[config.mk]
export PLATFORM = sky130hd
export DESIGN_NAME = spi_slave
export DESIGN_NICKNAME = d
export VERILOG_FILES = /design/src/rtl/spi_slave.sv
export SDC_FILE = /design/constraint.sdc
export NUM_CORES = 1
export LEC_CHECK = 0
export ABC_AREA = 0
export ABC_CLOCK_PERIOD_IN_PS = 3500
export CAP_MARGIN = 20
export CORE_MARGIN = 2
export CORE_UTILIZATION = 55
export DETAILED_ROUTE_END_ITERATION = 10
export DONT_BUFFER_PORTS = 1
export PLACE_DENSITY = 0.75
export SLEW_MARGIN = 20
export SYNTH_ARGS = -nofsm -noshare
export SYNTH_HDL_FRONTEND = slang
export SYNTH_SLANG_ARGS = --single-unit
[constraint.sdc]
create_clock -name clk_i -period 3.5 [get_ports clk_i]
set_clock_uncertainty 0.2 [all_clocks]
set_input_delay 0.7 -clock clk_i [delete_from_list [all_inputs] [get_ports clk_i]]
set_output_delay 0.7 -clock clk_i [all_outputs]
set_load 0.1 [all_outputs]
[src/rtl/spi_slave.sv]
// spi_slave: SPI target on the register bus. Oversamples SCK/CS_N/MOSI on clk_i and shifts 8-bit frames MSB-first in all four CPOL/CPHA modes.
// Latency: an SCK/CS_N/MOSI change acts 3 clk_i cycles after it arrives (2-FF synchroniser plus an edge register); register reads are combinational.
// Backpressure: a full RX FIFO drops the byte and sets rx_overflow; an empty TX FIFO sends IDLE_BYTE and sets tx_underrun; a WDATA write to a full TX FIFO is dropped.
//
// Ports:
//   clk_i, rst_i             system clock and synchronous active-high reset
//   stb_i, adr_i, byte_sel_i, we_i, dat_i, dat_o
//                            register access; adr_i is the word index (CTRL, STATUS, RDATA, WDATA)
//   spi_sck_i, spi_mosi_i, spi_cs_n_i
//                            asynchronous SPI inputs from the master
//   spi_miso_o, spi_miso_oe_o
//                            target data out and its output enable
//   irq_o                    level interrupt: RX data available, or a sticky error is set

// wbit_fifo: generic byte FIFO. A push and a pop in the same cycle are both honoured.
// Latency: pushed data is visible at the head on the next cycle; rdat shows the head combinationally.
// Backpressure: a push while full is ignored; a pop while empty is ignored.
module wbit_fifo #(
    parameter int WIDTH = 8,
    parameter int DEPTH = 8
) (
    input  logic             clk_i,
    input  logic             rst_i,
    input  logic             push,
    input  logic [WIDTH-1:0] wdat,
    input  logic             pop,
    output logic [WIDTH-1:0] rdat,
    output logic             full,
    output logic             empty
);
    localparam int AW = $clog2(DEPTH);

    logic [WIDTH-1:0] mem [DEPTH];
    logic [AW-1:0]    wr_ptr;
    logic [AW-1:0]    rd_ptr;
    logic [AW:0]      count;
    logic             do_push;
    logic             do_pop;

    assign full    = (count == (AW+1)'(DEPTH));
    assign empty   = (count == '0);
    assign do_push = push & ~full;
    assign do_pop  = pop & ~empty;
    assign rdat    = mem[rd_ptr];

    always_ff @(posedge clk_i) begin
        if (do_push) begin
            mem[wr_ptr] <= wdat;
        end
    end

    always_ff @(posedge clk_i) begin
        if (rst_i) begin
            wr_ptr <= '0;
            rd_ptr <= '0;
            count  <= '0;
        end else begin
            if (do_push) begin
                wr_ptr <= wr_ptr + AW'(1);
            end
            if (do_pop) begin
                rd_ptr <= rd_ptr + AW'(1);
            end
            case ({do_push, do_pop})
                2'b10:   count <= count + (AW+1)'(1);
                2'b01:   count <= count - (AW+1)'(1);
                default: count <= count;
            endcase
        end
    end
endmodule

module spi_slave #(
    parameter int         XLEN       = 32,
    parameter int         FIFO_DEPTH = 8,
    parameter logic [7:0] IDLE_BYTE  = 8'h00
) (
    input  logic            clk_i,
    input  logic            rst_i,
    input  logic            stb_i,
    input  logic [1:0]      adr_i,
    input  logic [3:0]      byte_sel_i,
    input  logic            we_i,
    input  logic [XLEN-1:0] dat_i,
    output logic [XLEN-1:0] dat_o,
    input  logic            spi_sck_i,
    input  logic            spi_mosi_i,
    input  logic            spi_cs_n_i,
    output logic            spi_miso_o,
    output logic            spi_miso_oe_o,
    output logic            irq_o
);
    // control register and sticky status bits
    logic en, cpha, cpol;
    logic tx_underrun, rx_overflow;

    // synchronisers; the *_s3 copies exist only for edge detection
    logic sck_s1, sck_s2, sck_s3;
    logic cs_s1, cs_s2, cs_s3;
    logic mosi_s1, mosi_s2;

    // frame engine state
    logic       active;
    logic       cpol_l, cpha_l;
    logic [2:0] bit_cnt;
    logic [6:0] shift_in;
    logic [7:0] shift_out;
    logic       first_lead;    // CPHA=1: bit 7 is already on MISO, so skip the shift on the first leading edge
    logic       reload_pend;   // CPHA=0: the next trailing edge loads a fresh byte instead of shifting

    // FIFO interface
    logic       tx_full, tx_empty, rx_full, rx_empty;
    logic [7:0] tx_head, rx_head;
    logic       tx_push, tx_pop, rx_push, rx_pop;

    // bus decode
    logic acc_wr, acc_rd;
    logic ctrl_wr, status_wr, wdata_wr, rdata_rd;

    // engine events
    logic       cs_fall, frame_start, deselect;
    logic       sck_lead, sck_trail, sample_edge, shift_edge;
    logic       byte_done, reload;
    logic [7:0] next_byte;
    logic [6:0] status;

    // data_i bits 31..8 and the upper byte enables carry nothing for this block
    logic unused_bits;
    assign unused_bits = ^{dat_i[XLEN-1:8], byte_sel_i[3:1]};

    assign acc_wr    = stb_i & we_i & byte_sel_i[0];
    assign acc_rd    = stb_i & ~we_i & byte_sel_i[0];
    assign ctrl_wr   = acc_wr & (adr_i == 2'd0);
    assign status_wr = acc_wr & (adr_i == 2'd1);
    assign wdata_wr  = acc_wr & (adr_i == 2'd3);
    assign rdata_rd  = acc_rd & (adr_i == 2'd2);

    assign cs_fall     = cs_s3 & ~cs_s2;
    assign frame_start = cs_fall & en;
    assign deselect    = active & (cs_s2 | ~en);

    // edges only count while selected and enabled; polarity is the one latched at frame start
    assign sck_lead  = active & en & ~cs_s2 & (sck_s2 != cpol_l) & (sck_s3 == cpol_l);
    assign sck_trail = active & en & ~cs_s2 & (sck_s2 == cpol_l) & (sck_s3 != cpol_l);
    assign sample_edge = cpha_l ? sck_trail : sck_lead;
    assign shift_edge  = cpha_l ? sck_lead  : sck_trail;
    assign byte_done   = sample_edge & (bit_cnt == 3'd7);

    // every point that loads shift_out from the TX FIFO
    assign reload    = frame_start
                     | (byte_done & cpha_l)
                     | (shift_edge & ~cpha_l & reload_pend);
    assign next_byte = tx_empty ? IDLE_BYTE : tx_head;

    assign tx_push = wdata_wr;
    assign tx_pop  = reload & ~tx_empty;
    assign rx_push = byte_done;
    assign rx_pop  = rdata_rd & ~rx_empty;

    wbit_fifo #(.WIDTH(8), .DEPTH(FIFO_DEPTH)) u_tx_fifo (
        .clk_i (clk_i),
        .rst_i (rst_i),
        .push  (tx_push),
        .wdat  (dat_i[7:0]),
        .pop   (tx_pop),
        .rdat  (tx_head),
        .full  (tx_full),
        .empty (tx_empty)
    );

    wbit_fifo #(.WIDTH(8), .DEPTH(FIFO_DEPTH)) u_rx_fifo (
        .clk_i (clk_i),
        .rst_i (rst_i),
        .push  (rx_push),
        .wdat  ({shift_in, mosi_s2}),
        .pop   (rx_pop),
        .rdat  (rx_head),
        .full  (rx_full),
        .empty (rx_empty)
    );

    assign status = {active, tx_underrun, rx_overflow, tx_empty, tx_full, rx_empty, rx_full};

    always_comb begin
        dat_o = '0;
        case (adr_i)
            2'd0:    dat_o[3:0] = {cpol, cpha, 1'b0, en};
            2'd1:    dat_o[6:0] = status;
            2'd2:    dat_o[7:0] = rx_empty ? 8'h00 : rx_head;
            default: dat_o      = '0;
        endcase
    end

    assign spi_miso_oe_o = active;
    assign spi_miso_o    = active & shift_out[7];
    assign irq_o         = ~rx_empty | rx_overflow | tx_underrun;

    always_ff @(posedge clk_i) begin
        if (rst_i) begin
            en          <= 1'b0;
            cpha        <= 1'b0;
            cpol        <= 1'b0;
            tx_underrun <= 1'b0;
            rx_overflow <= 1'b0;
            sck_s1      <= 1'b0;
            sck_s2      <= 1'b0;
            sck_s3      <= 1'b0;
            cs_s1       <= 1'b1;
            cs_s2       <= 1'b1;
            cs_s3       <= 1'b1;
            mosi_s1     <= 1'b0;
            mosi_s2     <= 1'b0;
            active      <= 1'b0;
            cpol_l      <= 1'b0;
            cpha_l      <= 1'b0;
            bit_cnt     <= 3'd0;
            shift_in    <= 7'd0;
            shift_out   <= 8'd0;
            first_lead  <= 1'b0;
            reload_pend <= 1'b0;
        end else begin
            sck_s1  <= spi_sck_i;
            sck_s2  <= sck_s1;
            sck_s3  <= sck_s2;
            cs_s1   <= spi_cs_n_i;
            cs_s2   <= cs_s1;
            cs_s3   <= cs_s2;
            mosi_s1 <= spi_mosi_i;
            mosi_s2 <= mosi_s1;

            if (ctrl_wr) begin
                cpol <= dat_i[3];
                cpha <= dat_i[2];
                en   <= dat_i[0];
            end

            // a set event in the same cycle as a clear wins
            if (reload & tx_empty) begin
                tx_underrun <= 1'b1;
            end else if (status_wr & dat_i[5]) begin
                tx_underrun <= 1'b0;
            end
            if (byte_done & rx_full) begin
                rx_overflow <= 1'b1;
            end else if (status_wr & dat_i[4]) begin
                rx_overflow <= 1'b0;
            end

            if (frame_start) begin
                active      <= 1'b1;
                cpol_l      <= cpol;
                cpha_l      <= cpha;
                bit_cnt     <= 3'd0;
                shift_out   <= next_byte;
                first_lead  <= 1'b1;
                reload_pend <= 1'b0;
            end else if (deselect) begin
                // partial byte and any already-popped TX byte are simply abandoned
                active      <= 1'b0;
                bit_cnt     <= 3'd0;
                reload_pend <= 1'b0;
            end else begin
                if (sample_edge) begin
                    shift_in <= {shift_in[5:0], mosi_s2};
                    bit_cnt  <= bit_cnt + 3'd1;   // wraps to 0 after the 8th sample
                    if (byte_done) begin
                        if (cpha_l) begin
                            shift_out  <= next_byte;
                            first_lead <= 1'b1;
                        end else begin
                            reload_pend <= 1'b1;
                        end
                    end
                end
                if (shift_edge) begin
                    if (cpha_l) begin
                        if (first_lead) begin
                            first_lead <= 1'b0;
                        end else begin
                            shift_out <= {shift_out[6:0], 1'b0};
                        end
                    end else if (reload_pend) begin
                        shift_out   <= next_byte;
                        reload_pend <= 1'b0;
                    end else begin
                        shift_out <= {shift_out[6:0], 1'b0};
                    end
                end
            end
        end
    end
endmodule

==> results.py <==
metrics = {
    "outcome": {
        "run_status": "complete, no violations",
    },
    "power_and_ir_drop": {
        "p_per_area_nw_per_um2": 482.7,
        "swShare": 0.2271,
        "p_comb_frac": 0.037,
        "power_frac_seq": 0.553,
        "p_int_mw": 3.342,
        "power.switching_uw": 981.9,
        "clkPwrFrac": 0.410,
        "ir_drop_uv": 486.5,
        "p_leak_nw": 3.050,
    },
    "global_routing": {
        "grt_pass1_vias": 4664,
        "grt_usage": 0.2059,
        "overflow": 0,
        "grt_start_max_net_pins": 56,
        "grt_pass1_wl_um": 24910,
        "antenna_found_initial": 0,
    },
    "logic_synthesis": {
        "synth_ff_type": "edfxtp_1",
        "synth_edf_count": 128,
        "yosysTopAreaCellShare": 0.4708,
        "syn_inst": 590,
        "synth_seq_cells": 190,
        "yosysMostFrequentCell": "edfxtp_1",
        "synth_cell_types": 57,
        "synth_area_leader_cell": "edfxtp_1",
        "syn_avg_cell_area_um2": 13.84,
        "synth_common_cells": "edfxtp_1 (128), dfxtp_1 (62), nor2_1 (48), nand2_1 (41), mux4_2 (31)",
        "ys_top_cells_by_area": "edfxtp_1 (47%), dfxtp_1 (15%), mux4_2 (8.6%)",
        "synth-seq-area-share": 0.6228,
        "ys_async_sr_fraction": 0,
        "netlist_area_um2": 8164,
        "yosys_warnings": 0,
    },
    "drt": {
        "vias": 4658,
        "wirelength_um": 15350,
        "drc_errors": 0,
        "drt_iter0_markers": 357,
        "wl_per_cell_um": 18.91,
        "ant_nets": 0,
        "routed_via_density": 5.736,
        "drt_pre_antenna_iters": 5,
    },
    "worst_setup_path": {
        "slowest_stage": "mux4_2",
        "crit_path_max_incr_delay_ns": 0.51,
        "r2r-end": "u_rx_fifo.count[3]$_SDFFE_PP0P_",
        "cp_num_buf_inv": 2,
        "critical_path_arrival_ns": 2.45,
        "r2r-start": "cpha_l$_SDFFE_PP0P_",
        "rrSetupSlack_ns": 0.30,
        "start_kind": "flop",
        "crit_type": "reg -> out",
        "reg2reg_depth": 10,
        "crit_required_ns": 2.60,
        "cp_top_family": "multiplexers",
        "end_kind": "output port",
        "path_cells": "buf_6 -> mux4_2 -> mux2i_1 -> nor2_1 -> a21oi_1 -> nor2_2 -> buf_4",
        "cp_max_fo": 10,
    },
    "min_path": {
        "min_from": "rst_i",
        "min_path_type": "in -> reg",
        "holdPathStages": 1,
        "hold_path_end": "sck_s1$_SDFF_PP0_",
    },
    "cts": {
        "postCtsHoldBufs": 0,
        "cts_inserted_buffers": 17,
        "h-tree-depth": 4,
        "root_buffer": "clkbuf_16",
        "cts_tree": "done",
        "clk_pin_slew_worst_paths_ns": 0.06,
        "insertion_delay_ns": 0.44,
        "clock_path_buffers": 2,
        "clock-sinks": 190,
    },
    "cells_and_area": {
        "finalNonFillerCells": 812,
        "syn2layout_area_growth_pct": 9.716,
        "num_antenna_cells": 0,
        "nets": 678,
        "drive_gt1_frac": 0.1943,
        "stdcell_area_um2": 8957,
        "finalCoreUtilization": 0.6163,
    },
    "sta": {
        "worst_pin_slew_ns": 0.9212,
        "rsz0062_at_grt": "false",
        "setup-tns-final_ns": 0,
        "max_freq_mhz": 298.8,
        "fin_crit_sh": 0.9564,
        "slew_headroom": 0.3843,
        "fin_crit_ns": 3.347,
        "hold_violations": 0,
        "setup_violations": 0,
        "drv_slew": 0,
    },
    "place": {
        "numPlacedInstances": 780,
        "gp_congestion": 0.8236,
        "portBuffers": 0,
        "dp_hpwl_um": 10660,
        "placedInstanceArea_um2": 8407,
    },
    "die": {
        "die-area_um2": 15830,
        "die_w_um": 125.8,
        "placeableCoreArea_um2": 14530,
        "initial_core_util": 0.5617,
        "ios": 80,
        "die_h_um": 125.8,
        "num_rows": 44,
    },
    "run": {
        "maxCapViolCount": 0,
    },
}
-- flip-flops by register name (all words and copies together) (netlist names), 3 cells and up, named ones only --
signal	flops
u_rx_fifo.mem	64
u_tx_fifo.count	4
u_rx_fifo.rd_ptr	3
shift_out	8
bit_cnt	3
u_tx_fifo.wr_ptr	3
u_rx_fifo.wr_ptr	3
u_rx_fifo.count	4
shift_in	7
u_tx_fifo.rd_ptr	3
u_tx_fifo.mem	64
-- per-layer routing --
| metal | up-vias | global-route usage | share of wire |
|---|---|---|---|
| met5 | - | 0 | 0 |
| met4 | 0 | 0.07563 | 0.019 |
| met3 | 26 | 0.05310 | 0.051 |
| met2 | 125 | 0.3421 | 0.51 |
| met1 | 2311 | 0.2641 | 0.42 |
| li1 | 2196 | - | - |
-- worst max-delay path by stage --
| stage | startpoint | to | slack, ns | depth (start not counted) |
|---|---|---|---|---|
| 5_1_grt | flop | dat_o[1] | 0.03 | 7 |
| 6_report | flop | dat_o[1] | 0.15 | 7 |
| 2_1_floorplan | adr_i[0] | dat_o[0] | 0.09 | 6 |
| 3_3_place_gp | flop | dat_o[1] | 0.36 | 7 |
| 4_1_cts | flop | dat_o[1] | 0.08 | 7 |
| 3_5_place_dp | adr_i[0] | u_rx_fifo.count[3]$_SDFFE_PP0P_ | 0.22 | 11 |
-- power by group through the flow --
| stage | logic, mW | clock network (mW) | registers [mW] |
|---|---|---|---|
| after detailed placement | 0.161 | 0 | 2.44 |
| after floorplan | 0.178 | 0 | 2.44 |
| after global routing | 0.168 | 1.89 | 2.39 |
| final | 0.162 | 1.77 | 2.39 |
| after CTS | 0.162 | 1.80 | 2.39 |
| after global placement | 0.160 | 0 | 2.44 |
-- per-stage QoR --
step	total power, mW	hold slack, ns	worst slack (ns)
floorplan	2.616	0.1895	0.08964
detailed placement	2.600	0.1937	0.2207
global placement	2.599	0.1927	0.3558
finish	4.324	0.1271	0.1527
global route	4.451	0.1166	0.03202
CTS	4.351	0.1164	0.07551
-- layout make-up --
class / instances / area [µm²]
fill: 1066 / 5577
inverter: 19 / 71.32
multi-input combinational: 356 / 2788
tap: 184 / 230.2
clock buffer: 19 / 442.9
sequential: 190 / 5086
clock inverter: 13 / 102.6
timing repair buffer: 31 / 236.5
-- layout by cell type (no fill, tap or decap), types with 3 or more instances in the layout --
cell type    n
nor2_2       5
conb_1      24
a221oi_1     4
inv_6        7
nor2b_1      8
ha_1        17
o22ai_1      9
xnor2_1      5
inv_1       18
o21ai_0      9
clkbuf_16   17
mux2i_1     17
nand2_1     41
nor3b_1      3
xor2_1       9
or2_2        3
and2_1       5
o21ai_1     10
nor2_1      43
or3_1        3
a221o_1      7
mux4_2      31
nand2b_1    10
a21oi_1     27
edfxtp_1   128
o21bai_2     6
dfxtp_1     61
buf_4       30
and3b_1      5
nor3_1      11
nand3_1     14
-- cell families after synthesis --
kind of cell,share of synthesized area
adders and majority gates,0.02851
other,0.0004593
AOI/OAI and AO/OA,0.07648
DFF,0.6228
buffers and inverters,0.04781
xor gates and xnor gates,0.01502
muxes,0.1091
and+or+nand+nor,0.09977
-- timing repair --
action / CTS / global route
endpoints found under the setup margin: 2 / 1
resized for setup: 1 / 1
buffers inserted: 0 / 0
No activity file was read; power rests on OpenSTA's default activity.
